===== src/rtl/cpipe2_issue.sv =====
// Stage-2 control-word issue stage: a 2-entry skid FIFO feeding the registered cpipe2s
// word, with bubble insertion for load-use, return shadow, downstream stall and flush.
module cpipe2_issue #(
  parameter int LOAD_BUBBLES = 1,
  parameter int RET_SHADOW   = 2
) (
  input  logic       clk,
  input  logic       reset,
  input  logic       in_valid,
  output logic       in_ready,
  input  logic [7:0] in_word,
  input  logic       stall,
  input  logic       flush,
  output logic [7:0] cpipe2s,
  output logic       cpipe2s_valid,
  output logic       busy
);

  localparam logic [7:0] BUBBLE   = 8'h20;
  localparam logic [1:0] LOAD_CNT = LOAD_BUBBLES[1:0];
  localparam logic [1:0] RET_CNT  = RET_SHADOW[1:0];

  // Handshake: a word transfers on any cycle where in_valid and in_ready are both high;
  // in_ready comes from the registered FIFO count only, never from stall or flush.

  logic [7:0] mem [2];
  logic       rd_ptr;
  logic       wr_ptr;
  logic [1:0] count;
  logic [1:0] load_wait;
  logic [1:0] shadow;

  logic       push;
  logic       advance;
  logic       fifo_empty;
  logic       head_avail;
  logic [7:0] head_raw;
  logic [7:0] head_word;
  logic       head_is_load;
  logic       head_is_ret;
  logic       consume;
  logic       fifo_pop;
  logic       fifo_write;

  logic [7:0] stage_next;
  logic       valid_next;
  logic [1:0] load_wait_next;
  logic [1:0] shadow_next;
  logic [1:0] count_next;

  assign in_ready   = (count != 2'd2);
  assign push       = in_valid & in_ready;
  assign advance    = ~stall | flush;
  assign fifo_empty = (count == 2'd0);

  // With an empty FIFO the incoming word is the head candidate (bypass path).
  assign head_avail = ~fifo_empty | push;
  assign head_raw   = fifo_empty ? in_word : mem[rd_ptr];
  assign head_word  = head_raw & 8'hBF;

  assign head_is_load = head_word[7] & head_word[5] & head_word[4] & (head_word[3:0] == 4'h0);
  assign head_is_ret  = head_word[7] & head_word[3] & head_word[1] & ~head_word[5] & ~head_word[4];

  // The head is consumed when it issues or when the return shadow discards it;
  // the load-wait bubble leaves it in place.
  assign consume    = advance & ~flush & head_avail & ((shadow != 2'd0) | (load_wait == 2'd0));
  assign fifo_pop   = consume & ~fifo_empty;
  assign fifo_write = push & ~flush & ~(consume & fifo_empty);

  always_comb begin
    stage_next     = cpipe2s;
    valid_next     = cpipe2s_valid;
    load_wait_next = load_wait;
    shadow_next    = shadow;
    if (advance) begin
      stage_next = BUBBLE;
      valid_next = 1'b0;
      if (flush) begin
        load_wait_next = 2'd0;
        shadow_next    = 2'd0;
      end else if (shadow != 2'd0) begin
        shadow_next = shadow - 2'd1;
      end else if (load_wait != 2'd0) begin
        load_wait_next = load_wait - 2'd1;
      end else if (head_avail) begin
        stage_next = head_word;
        valid_next = 1'b1;
        if (head_is_load) load_wait_next = LOAD_CNT;
        if (head_is_ret)  shadow_next    = RET_CNT;
      end
    end
  end

  always_comb begin
    count_next = count;
    if (flush) begin
      count_next = 2'd0;
    end else if (fifo_write && !fifo_pop) begin
      count_next = count + 2'd1;
    end else if (!fifo_write && fifo_pop) begin
      count_next = count - 2'd1;
    end
  end

  always_ff @(posedge clk or posedge reset) begin
    if (reset) begin
      cpipe2s       <= BUBBLE;
      cpipe2s_valid <= 1'b0;
      load_wait     <= 2'd0;
      shadow        <= 2'd0;
      count         <= 2'd0;
      rd_ptr        <= 1'b0;
      wr_ptr        <= 1'b0;
    end else begin
      cpipe2s       <= stage_next;
      cpipe2s_valid <= valid_next;
      load_wait     <= load_wait_next;
      shadow        <= shadow_next;
      count         <= count_next;
      if (flush) begin
        rd_ptr <= 1'b0;
        wr_ptr <= 1'b0;
      end else begin
        if (fifo_pop)   rd_ptr <= ~rd_ptr;
        if (fifo_write) wr_ptr <= ~wr_ptr;
      end
    end
  end

  // Storage needs no reset: entries are only read once the count says they are valid.
  always_ff @(posedge clk) begin
    if (fifo_write) mem[wr_ptr] <= in_word;
  end

  assign busy = (load_wait != 2'd0) | (shadow != 2'd0);

endmodule


===== config.mk =====
export PLATFORM = sky130hd
export DESIGN_NAME = cpipe2_issue
export DESIGN_NICKNAME = d
export VERILOG_FILES = /design/src/rtl/cpipe2_issue.sv
export SDC_FILE = /design/constraint.sdc
export NUM_CORES = 1
export LEC_CHECK = 0
export CAP_MARGIN = 20
export CORE_MARGIN = 5
export CORE_UTILIZATION = 56
export DETAILED_ROUTE_END_ITERATION = 10
export HOLD_SLACK_MARGIN = 0.12
export PLACE_DENSITY_LB_ADDON = 0.3
export SLEW_MARGIN = 30
export SYNTH_ARGS = -nofsm -noshare
export SYNTH_HDL_FRONTEND = slang
export SYNTH_SLANG_ARGS = --single-unit

===== constraint.sdc =====
create_clock -name clk -period 6.15 [get_ports clk]
set_input_delay 1.845 -clock clk [delete_from_list [all_inputs] [get_ports clk]]
set_output_delay 1.845 -clock clk [all_outputs]
set_load 0.03 [all_outputs]

Word level (Yosys, flattened, before mapping)
Memory sizes are Yosys's and may differ from the RTL's.
Cells that the tools add are included.
{ "totals": {"register_bits": 17, "ramBits": 16, "out_inout_bits": 11, "word_cells": 88, "n_memories": 1} }
{ "op_classes": {"addsub": 4, "n_eq_ne": 3, "n_mux": 28, "n_bitwise": 27, "reduce_logical": 18} }
{ "mem_list": {"columns": ["name", "words", "word_bits", "rd", "rd_ports_with_merged_regs", "write_ports", "line", "text"], "rows": [
  ["mem", 2, 8, 1, 0, 1, "26", "logic [7:0] mem [2];"]
]} }
{ "op_table": {"columns": ["cell", "n"], "rows": [
  ["2-to-1 mux 8 bit", 5],
  ["2-to-1 mux 2 bit", 13],
  ["AND 1 bit", 15],
  ["nonzero test 3 bit", 5],
  ["2-to-1 mux 1 bit", 10],
  ["NOT 1 bit", 8],
  ["AND reduction 4 bit", 2],
  ["nonzero test 2 bit", 4],
  ["subtractor 2 x 1 -> 2 bit, second input constant", 3],
  ["logical NOT 2 bit", 2],
  ["logical NOT 4 bit", 1],
  ["!= test 2 bit, second input constant", 2],
  ["OR 1 bit", 4],
  ["!= test 3 bit, second input constant", 1],
  ["adder 2 x 1 -> 2 bit, second input constant", 1],
  ["logical AND 1 bit", 2],
  ["logical NOT 1 bit", 2]
]} }

Longest topological paths before layout
Gate-level depths: netlist of run 1.
{ "logic_depth": {"depth_word": 13, "mapped_depth": 8, "mapped_depth_nobuf": 7} }

Worst setup path before layout of run 1
OpenSTA, ideal clock, no wires.
{ "synth_path": {"path_type": "in2reg", "from": "in in_valid", "to": "mem mem[1][0], enable pin", "arrival_time_ns": 3.103, "required_time_ns": 5.768, "path_slack_ns": 2.665, "path_stages": 4, "cell_sequence": "or3_1 -> a31oi_1 -> o21ai_0 -> nor3b_1"} }
{ "synth_via": {"elab_chain_len": 9, "word_cells_on_any_way": 10, "classes_between": "mux (2); bitwise (8)"} }
{ "synth_rtl": {"columns": ["element", "line", "text"], "rows": [
  ["from (decl)", "9", "input logic in_valid,"],
  ["AND 1 bit (*)", "52", "assign push = in_valid & in_ready;"],
  ["OR 1 bit", "57", "assign head_avail = ~fifo_empty | push;"],
  ["AND 1 bit (2 in a row)", "66", "assign consume = advance & ~flush & head_avail & ((shadow != 2'd0) | (load_wait == 2'd0));"],
  ["AND 1 bit", "68", "assign fifo_write = push & ~flush & ~(consume & fifo_empty);"],
  ["NOT 1 bit", "68", null],
  ["AND 1 bit (*)", "68", null],
  ["2-to-1 mux 1 bit (*)", "132", "if (fifo_write) mem[wr_ptr] <= in_word;"],
  ["2-to-1 mux 1 bit (implied by the code) (*)", "132", null],
  ["to (decl)", "26", null]
]} }
Mark *: on every way between the ends. The rest lies on a longest branch, timed or not.

Final worst setup path of run 1
{ "layout_path": {"from": "in flush", "to": "mem mem[1][1], enable pin"} }
{ "layout_via": {"elab_chain_len": 9, "word_cells_on_any_way": 11, "classes_between": "mux (2); bitwise (9)"} }
{ "layout_rtl": {"columns": ["element", "line", "text"], "rows": [
  ["from (decl)", "13", "input logic flush,"],
  ["OR 1 bit or NOT 1 bit (tied branches)", "53, 66, 68", null],
  ["AND 1 bit (3 in a row)", "66", null],
  ["AND 1 bit", "68", null],
  ["NOT 1 bit", "68", null],
  ["AND 1 bit (*)", "68", null],
  ["2-to-1 mux 1 bit (*)", "132", null],
  ["2-to-1 mux 1 bit (implied by the code) (*)", "132", null]
]} }
Marked as above.

==> reports/qor.yml, run 1 <==
ff_latch_area_um2: 822
synth_flop_cell: "dfrtp_1"
cts_resized: 0
final-setup-viol-count: 0
critPathLaunchType: "input pin"
postCtsSetupBuffers: 0
internal_power_uw: 332
yosys.area.top_type_share: 0.280
post-route-min-period_ns: 3.81
placedCellCount: 175
area_delta_synth_final_pct: 17.3
clockRootBuffer: "clkbuf_4"
final_max_slew_viol_count: 0
path_cells: "clkdlybuf4s50_1, nor2_1, a31oi_1, o21ai_0, nor3b_2"
synth_cell_type_count: 41
cts_buffers: 5
slew-limit-headroom: 0.581
synth_top_area_cell: "edfxtp_1"
crit_family: "buffers and inverters"
synth-edff-count: 14
grt_start_max_net_pins: 17
p_sw_frac: 0.327
final_util: 0.697
final_antenna_net_count: 0
worst_slew_pin_slew_ns: 0.626
syn_area_per_cell_um2: 11.4
cp_slowest_cell: "clkdlybuf4s50_1"
num_antenna_cells: 0
grt_pass1_wl_um: 5080
post-synth-top-count-cell: "dfrtp_1"
p_leak_uw: 0.000709
core_um2: 2520
drtPass1Iterations: 4
stdcell_count: 183
drt_wl_total_um: 3150
htreeDepth: 2
gp_congestion: 0.821
maxCapViolCount: 0
post-dp-hpwl_um: 2300
drive_above_1_share: 0.118
endpoint_kind: "flip-flop"
cts_tree: "built"
ys_async_sr_fraction: 0.533
nNetsFinal: 167
initial_utilization: 0.594
synth_nets: 146
skew_ns: 0.00253
power_density_nw_per_um2: 281
post-route-period-util: 0.619
n_fill_cell: 203
die_h_um: 61.7
hold_ws_ns: 0.475
std_cell_rows: 18
setup_tns_ns: 0
cts_hold_buf: 0
clkLatencyLatePin_ns: 0.33
grt-ovfl-total: 0
synthesis.area_um2: 1500
worst-setup-path-type: "in -> reg"
synth_area_leaders: "edfxtp_1 28%, dfrtp_1 25%, mux2i_1 4.0%, mux2_2 3.8%, nand2_1 3.5%"
dp_slack_ns: 1.88
wl_per_cell_um: 17.2
multiInputGateArea_um2: 619
critPathRequiredTime_ns: 6.12
outcome: "finished clean"
drcViolationCount: 0
yosysSeqAreaShare: 0.548
antenna_found_initial: 0
drt-initial-drc-count: 26
vias: 1071
peakVddDrop_uv: 213
yosys_warnings: 0
fp.dieW_um: 61.7
hold_viol_final: 0
port_buffers: 21
worst_slack_ns: 2.34
pwr-share-comb: 0.290
via_per_inst: 5.85
max_stage_delay_ns: 0.77
pin_count: 24
ys_ff_latch: 30
grt_pass1_vias: 1076
cts.path.max_buffers: 2
fmax_mhz: 263
clkSlewWorstSetupHoldPaths_ns: 0.09
die_area_um2: 3810
cp_max_fo: 12
synth.top_cells.by_count: "15 x dfrtp_1, 14 x edfxtp_1, 14 x nand2_1"
rsz0062_at_grt: "no"
hp-class: "reg -> reg"
p_switching_uw: 162
cts_sinks: 30
p_seq_frac: 0.491
arrival_ns: 3.78
p_clk_frac: 0.219
grt.total_usage: 0.188
worst-path-buf-inv: 1
syn-instance-count: 131
## cell usage in the layout (no fill, tap or decap), drive strengths merged
cell type and count:
clkdlybuf4s50 21, dfrtp 15, nand2 14, edfxtp 14, nor2 11, o21ai 9
mux2i 7, mux2 6, clkbuf 6, inv 5, a21oi 5, nor3 4
or3 3, nor2b 3, nor3b 3, a31oi 2, xnor2 2, nand2b 2
ha 2, clkinv 2, xor2 1, nand3 1, a211oi 1, or4b 1
o31a 1, o211ai 1, a21o 1, o22ai 1, nor4b 1, nand4 1
o2111ai 1, nand3b 1, o32a 1, o211a 1, a21boi 1, conb 1
dfstp 1
## registers in the layout, summed over array words and instances (netlist names)
register / flops
mem: 14
cpipe2s: 7
count: 2
load_wait: 2
shadow: 2
cpipe2s_valid: 1
rd_ptr: 1
wr_ptr: 1
## worst paths after layout
check	startpoint	endpoint	slack (ns)	depth (start not counted)
max	flush	mem[1][1]$_DFFE_PP_	2.34	5
min	cpipe2s[5]$_DFFE_PP1N_	cpipe2s[5]$_DFFE_PP1N_	0.48	2
max reg2reg	count[0]$_DFFE_PP0P_	mem[1][1]$_DFFE_PP_	3.85	4
min reg2reg	cpipe2s[5]$_DFFE_PP1N_	cpipe2s[5]$_DFFE_PP1N_	0.48	2
max in group asynchronous	reset	rd_ptr$_DFFE_PP0P_	3.87	2
min in group asynchronous	reset	cpipe2s_valid$_DFFE_PP0N_	1.89	2
## stage by stage
step | cell area (um2) | power (uW)
finish | 1760 | 493
global route | 1760 | 524
CTS | 1750 | 495
detailed placement | 1700 | 388
global placement | 1700 | 381
floorplan | 1500 | 341
## power by group through the flow
stage / sequential (uW) / clock, uW / combinational [uW]
floorplan: 253 / 0 / 88.5
global placement: 245 / 0 / 136
detailed placement: 246 / 0 / 142
CTS: 242 / 110 / 143
global route: 245 / 124 / 156
finish: 243 / 108 / 143
## final cells by class
type,count,area share
tap,30,0.0214
clock inverter,2,0.00498
inverter,5,0.0107
sequential,30,0.468
timing repair buffer,21,0.120
clock buffer,6,0.0235
multi-input combinational,89,0.352
## cells by family after synthesis
group                    after synthesis  share of synthesized area
XOR/XNOR                               3                     0.0175
multiplexers                          13                      0.103
flip-flops                            30                      0.548
AO/OA/AOI/OAI                         25                      0.104
buffers and inverters                 12                     0.0451
AND/OR/NAND/NOR                       45                      0.163
adder cells (fa/ha/maj)                2                     0.0167
other                                  1                    0.00250
## per-layer routing
layer  part of all wire  routed length (um)  up-vias  global-route usage
li1                   -                   -      511                   -
met1               0.43                1360      527               0.242
met2               0.50                1580       29               0.300
met3              0.056                 175        4              0.0682
met4             0.0083                  26        0              0.0545
met5                  0                   0        -                   0
## worst register-to-register path, delay by kind of cell (launching register included)
| kind | cells | cell delay (ns) |
|---|---|---|
| and+or+nand+nor | 2 | 1.08 |
| AOI/OAI and AO/OA | 2 | 0.35 |
| DFF | 1 | 0.52 |
(Power assumes the default switching activity.)
==> run 2, diff against run 1 <==
Settings changed: CORE_UTILIZATION 56 to 47.
Clock period 6.15 ns to 3.41 ns, I/O delays scaled along.
==> run 2 against run 1 <==
Worst setup slack worse by 1.8 ns. Total power grew 79%. Worst hold slack better by 0.010 ns. Largest power group unchanged. Core utilization is 11 points lower. Clock power rose by 76%. Register-to-register slack got worse by 2.6 ns. Critical path type is now reg -> out. Wire length is 6.3% lower. Critical endpoint is now busy. Clock skew rose by 0.0029 ns. Global-route usage down 3.5 points.
==> reports/qor.yml, run 2 (same netlist as run 1, synthesis figures left out) <==
outcome: "finished clean"  # unchanged
critPathRequiredTime_ns: 2.39  # was 6.12 ns
stdcell_count: 200  # was 183
initial_utilization: 0.491  # was 0.594
post-route-min-period_ns: 2.84
htreeDepth: 2  # unchanged
grt.total_usage: 0.153  # was 0.188
cp_max_fo: 8  # was 12
cts_hold_buf: 0  # unchanged
clkSlewWorstSetupHoldPaths_ns: 0.09  # about the same
via_per_inst: 5.34  # was 5.85
pin_count: 24  # unchanged
slew-limit-headroom: 0.586  # was 0.581
drive_above_1_share: 0.122  # was 0.118
grt-ovfl-total: 0  # unchanged
hold_viol_final: 0  # unchanged
largest_reg_flops: 14  # unchanged
post-dp-hpwl_um: 2130  # was 2300 um
area_delta_synth_final_pct: 19.3  # was 17.3%
antenna_found_initial: 0  # unchanged
die_area_um2: 4420  # was 3810 um2
p_leak_uw: 0.000721  # was 0.000709 uW
cts_buffers: 5  # unchanged
power_density_nw_per_um2: 494  # was 281 nW/um2
worst-setup-path-type: "reg -> out"  # was in -> reg
cts_resized: 0  # unchanged
endpoint_kind: "output pin"  # was flip-flop
clkLatencyLatePin_ns: 0.33  # about the same
clockRootBuffer: "clkbuf_4"  # unchanged
r2r-start: "rd_ptr$_DFFE_PP0P_"  # was count[0]$_DFFE_PP0P_
power_uw: 883  # was 493 uW
final_antenna_net_count: 0  # unchanged
fp.dieW_um: 66.5  # was 61.7 um
cts_tree: "built"  # unchanged
fmax_mhz: 353
nNetsFinal: 170  # was 167
top_register: "mem"  # unchanged
layout_commonest_cell: "clkdlybuf4s50_1"  # unchanged
final_util: 0.586  # was 0.697
std_cell_rows: 20  # was 18
rrSetupSlack_ns: 1.24  # was 3.85 ns
cts.path.max_buffers: 2  # unchanged
grt_start_max_net_pins: 17  # unchanged
drtPass1Iterations: 4  # unchanged
reg2reg_depth: 5  # was 4
hold_ws_ns: 0.486  # was 0.475 ns
die_h_um: 66.5  # was 61.7 um
num_antenna_cells: 0  # unchanged
drcViolationCount: 0  # unchanged
layout_common_cells: "21 x clkdlybuf4s50_1, 15 x dfrtp_1, 14 x nand2_1, 14 x edfxtp_1, 10 x nor2_1"  # unchanged
cts_sinks: 30  # unchanged
port_buffers: 21  # unchanged
n_fill_cell: 287  # was 203
peakVddDrop_uv: 255  # was 213 uV
multiInputGateArea_um2: 609  # was 619 um2
postCtsSetupBuffers: 0  # unchanged
gp_congestion: 0.873  # was 0.821
wl_per_cell_um: 14.8  # was 17.2 um
skew_ns: 0.00542  # was 0.00253 ns
crit_end: "busy"  # was mem[1][1]$_DFFE_PP_
arrival_ns: 1.81  # was 3.78 ns
final-setup-viol-count: 0  # unchanged
hp-class: "reg -> reg"  # unchanged
largestRegisters: "mem (14), cpipe2s (7)"  # unchanged
core_um2: 3050  # was 2520 um2
grt_pass1_wl_um: 4900  # was 5080 um
drt_wl_total_um: 2950  # was 3150 um
grt_pass1_vias: 1092  # was 1076
worst_slew_pin_slew_ns: 0.620  # was 0.626 ns
maxCapViolCount: 0  # unchanged
final_max_slew_viol_count: 0  # unchanged
startpoint: "shadow[1]$_DFFE_PP0P_"  # was flush
rsz0062_at_grt: "no"  # unchanged
vias: 1067  # was 1071
placedCellCount: 192  # was 175
post-route-period-util: 0.832
critPathLaunchType: "flip-flop"  # was input pin
drt-initial-drc-count: 35  # was 26
setup_tns_ns: 0  # unchanged
timing.rr.end: "shadow[0]$_DFFE_PP0P_"  # was mem[1][1]$_DFFE_PP_
ff_latch_area_um2: 822  # unchanged
[run 2: cell count changes in the layout (fill, tap and decap cells not counted), sizes merged]
| cell | before | now |
|---|---|---|
| buf | 0 | 3 |
[run 2: worst max-delay path, stage by stage, from the launching register on]
cell	delay (ns)
dfrtp_1	0.39
inv_1	0.05
ha_1	0.27
nand2_1	0.09
clkdlybuf4s50_1	0.67
[run 2: per-stage QoR]
stage / setup slack (ns) / cell area, um2
floorplan: 0.747 / 1500
global placement: 0.483 / 1740
detailed placement: 0.423 / 1740
CTS: 0.556 / 1790
global route: 0.459 / 1790
finish: 0.574 / 1790
[run 2: worst min-delay path by stage]
| stage | startpoint | end | slack, ns | cells past startpoint |
|---|---|---|---|---|
| floorplan | cpipe2s[5]$_DFFE_PP1N_ | cpipe2s[5]$_DFFE_PP1N_ | 0.52 | 2 |
| global placement | cpipe2s[5]$_DFFE_PP1N_ | cpipe2s[5]$_DFFE_PP1N_ | 0.45 | 2 |
| detailed placement | cpipe2s_valid$_DFFE_PP0N_ | cpipe2s_valid$_DFFE_PP0N_ | 0.47 | 2 |
| CTS | cpipe2s_valid$_DFFE_PP0N_ | cpipe2s_valid$_DFFE_PP0N_ | 0.49 | 2 |
| global route | cpipe2s[5]$_DFFE_PP1N_ | cpipe2s[5]$_DFFE_PP1N_ | 0.52 | 2 |
| finish | cpipe2s_valid$_DFFE_PP0N_ | cpipe2s_valid$_DFFE_PP0N_ | 0.49 | 2 |
[run 2: final cells by class]
type	count	area share
inverter	5	0.0105
multi-input combinational	89	0.341
timing repair buffer	24	0.130
clock buffer	6	0.0231
sequential	30	0.460
tap	44	0.0308
clock inverter	2	0.00490
[run 2: where the power goes]
| part | total (uW) | switching [uW] | internal (uW) |
|---|---|---|---|
| sequential | 435 | 24.4 | 411 |
| combinational | 258 | 146 | 112 |
| clock | 190 | 113 | 77.1 |
| total | 883 | 283 | 600 |
[run 2: routing by layer]
metal	track usage	part of all wire	up-vias
met4	0.0888	0.024	0
met2	0.244	0.49	45
met5	0	0	-
li1	-	-	513
met3	0.0438	0.064	8
met1	0.183	0.42	501
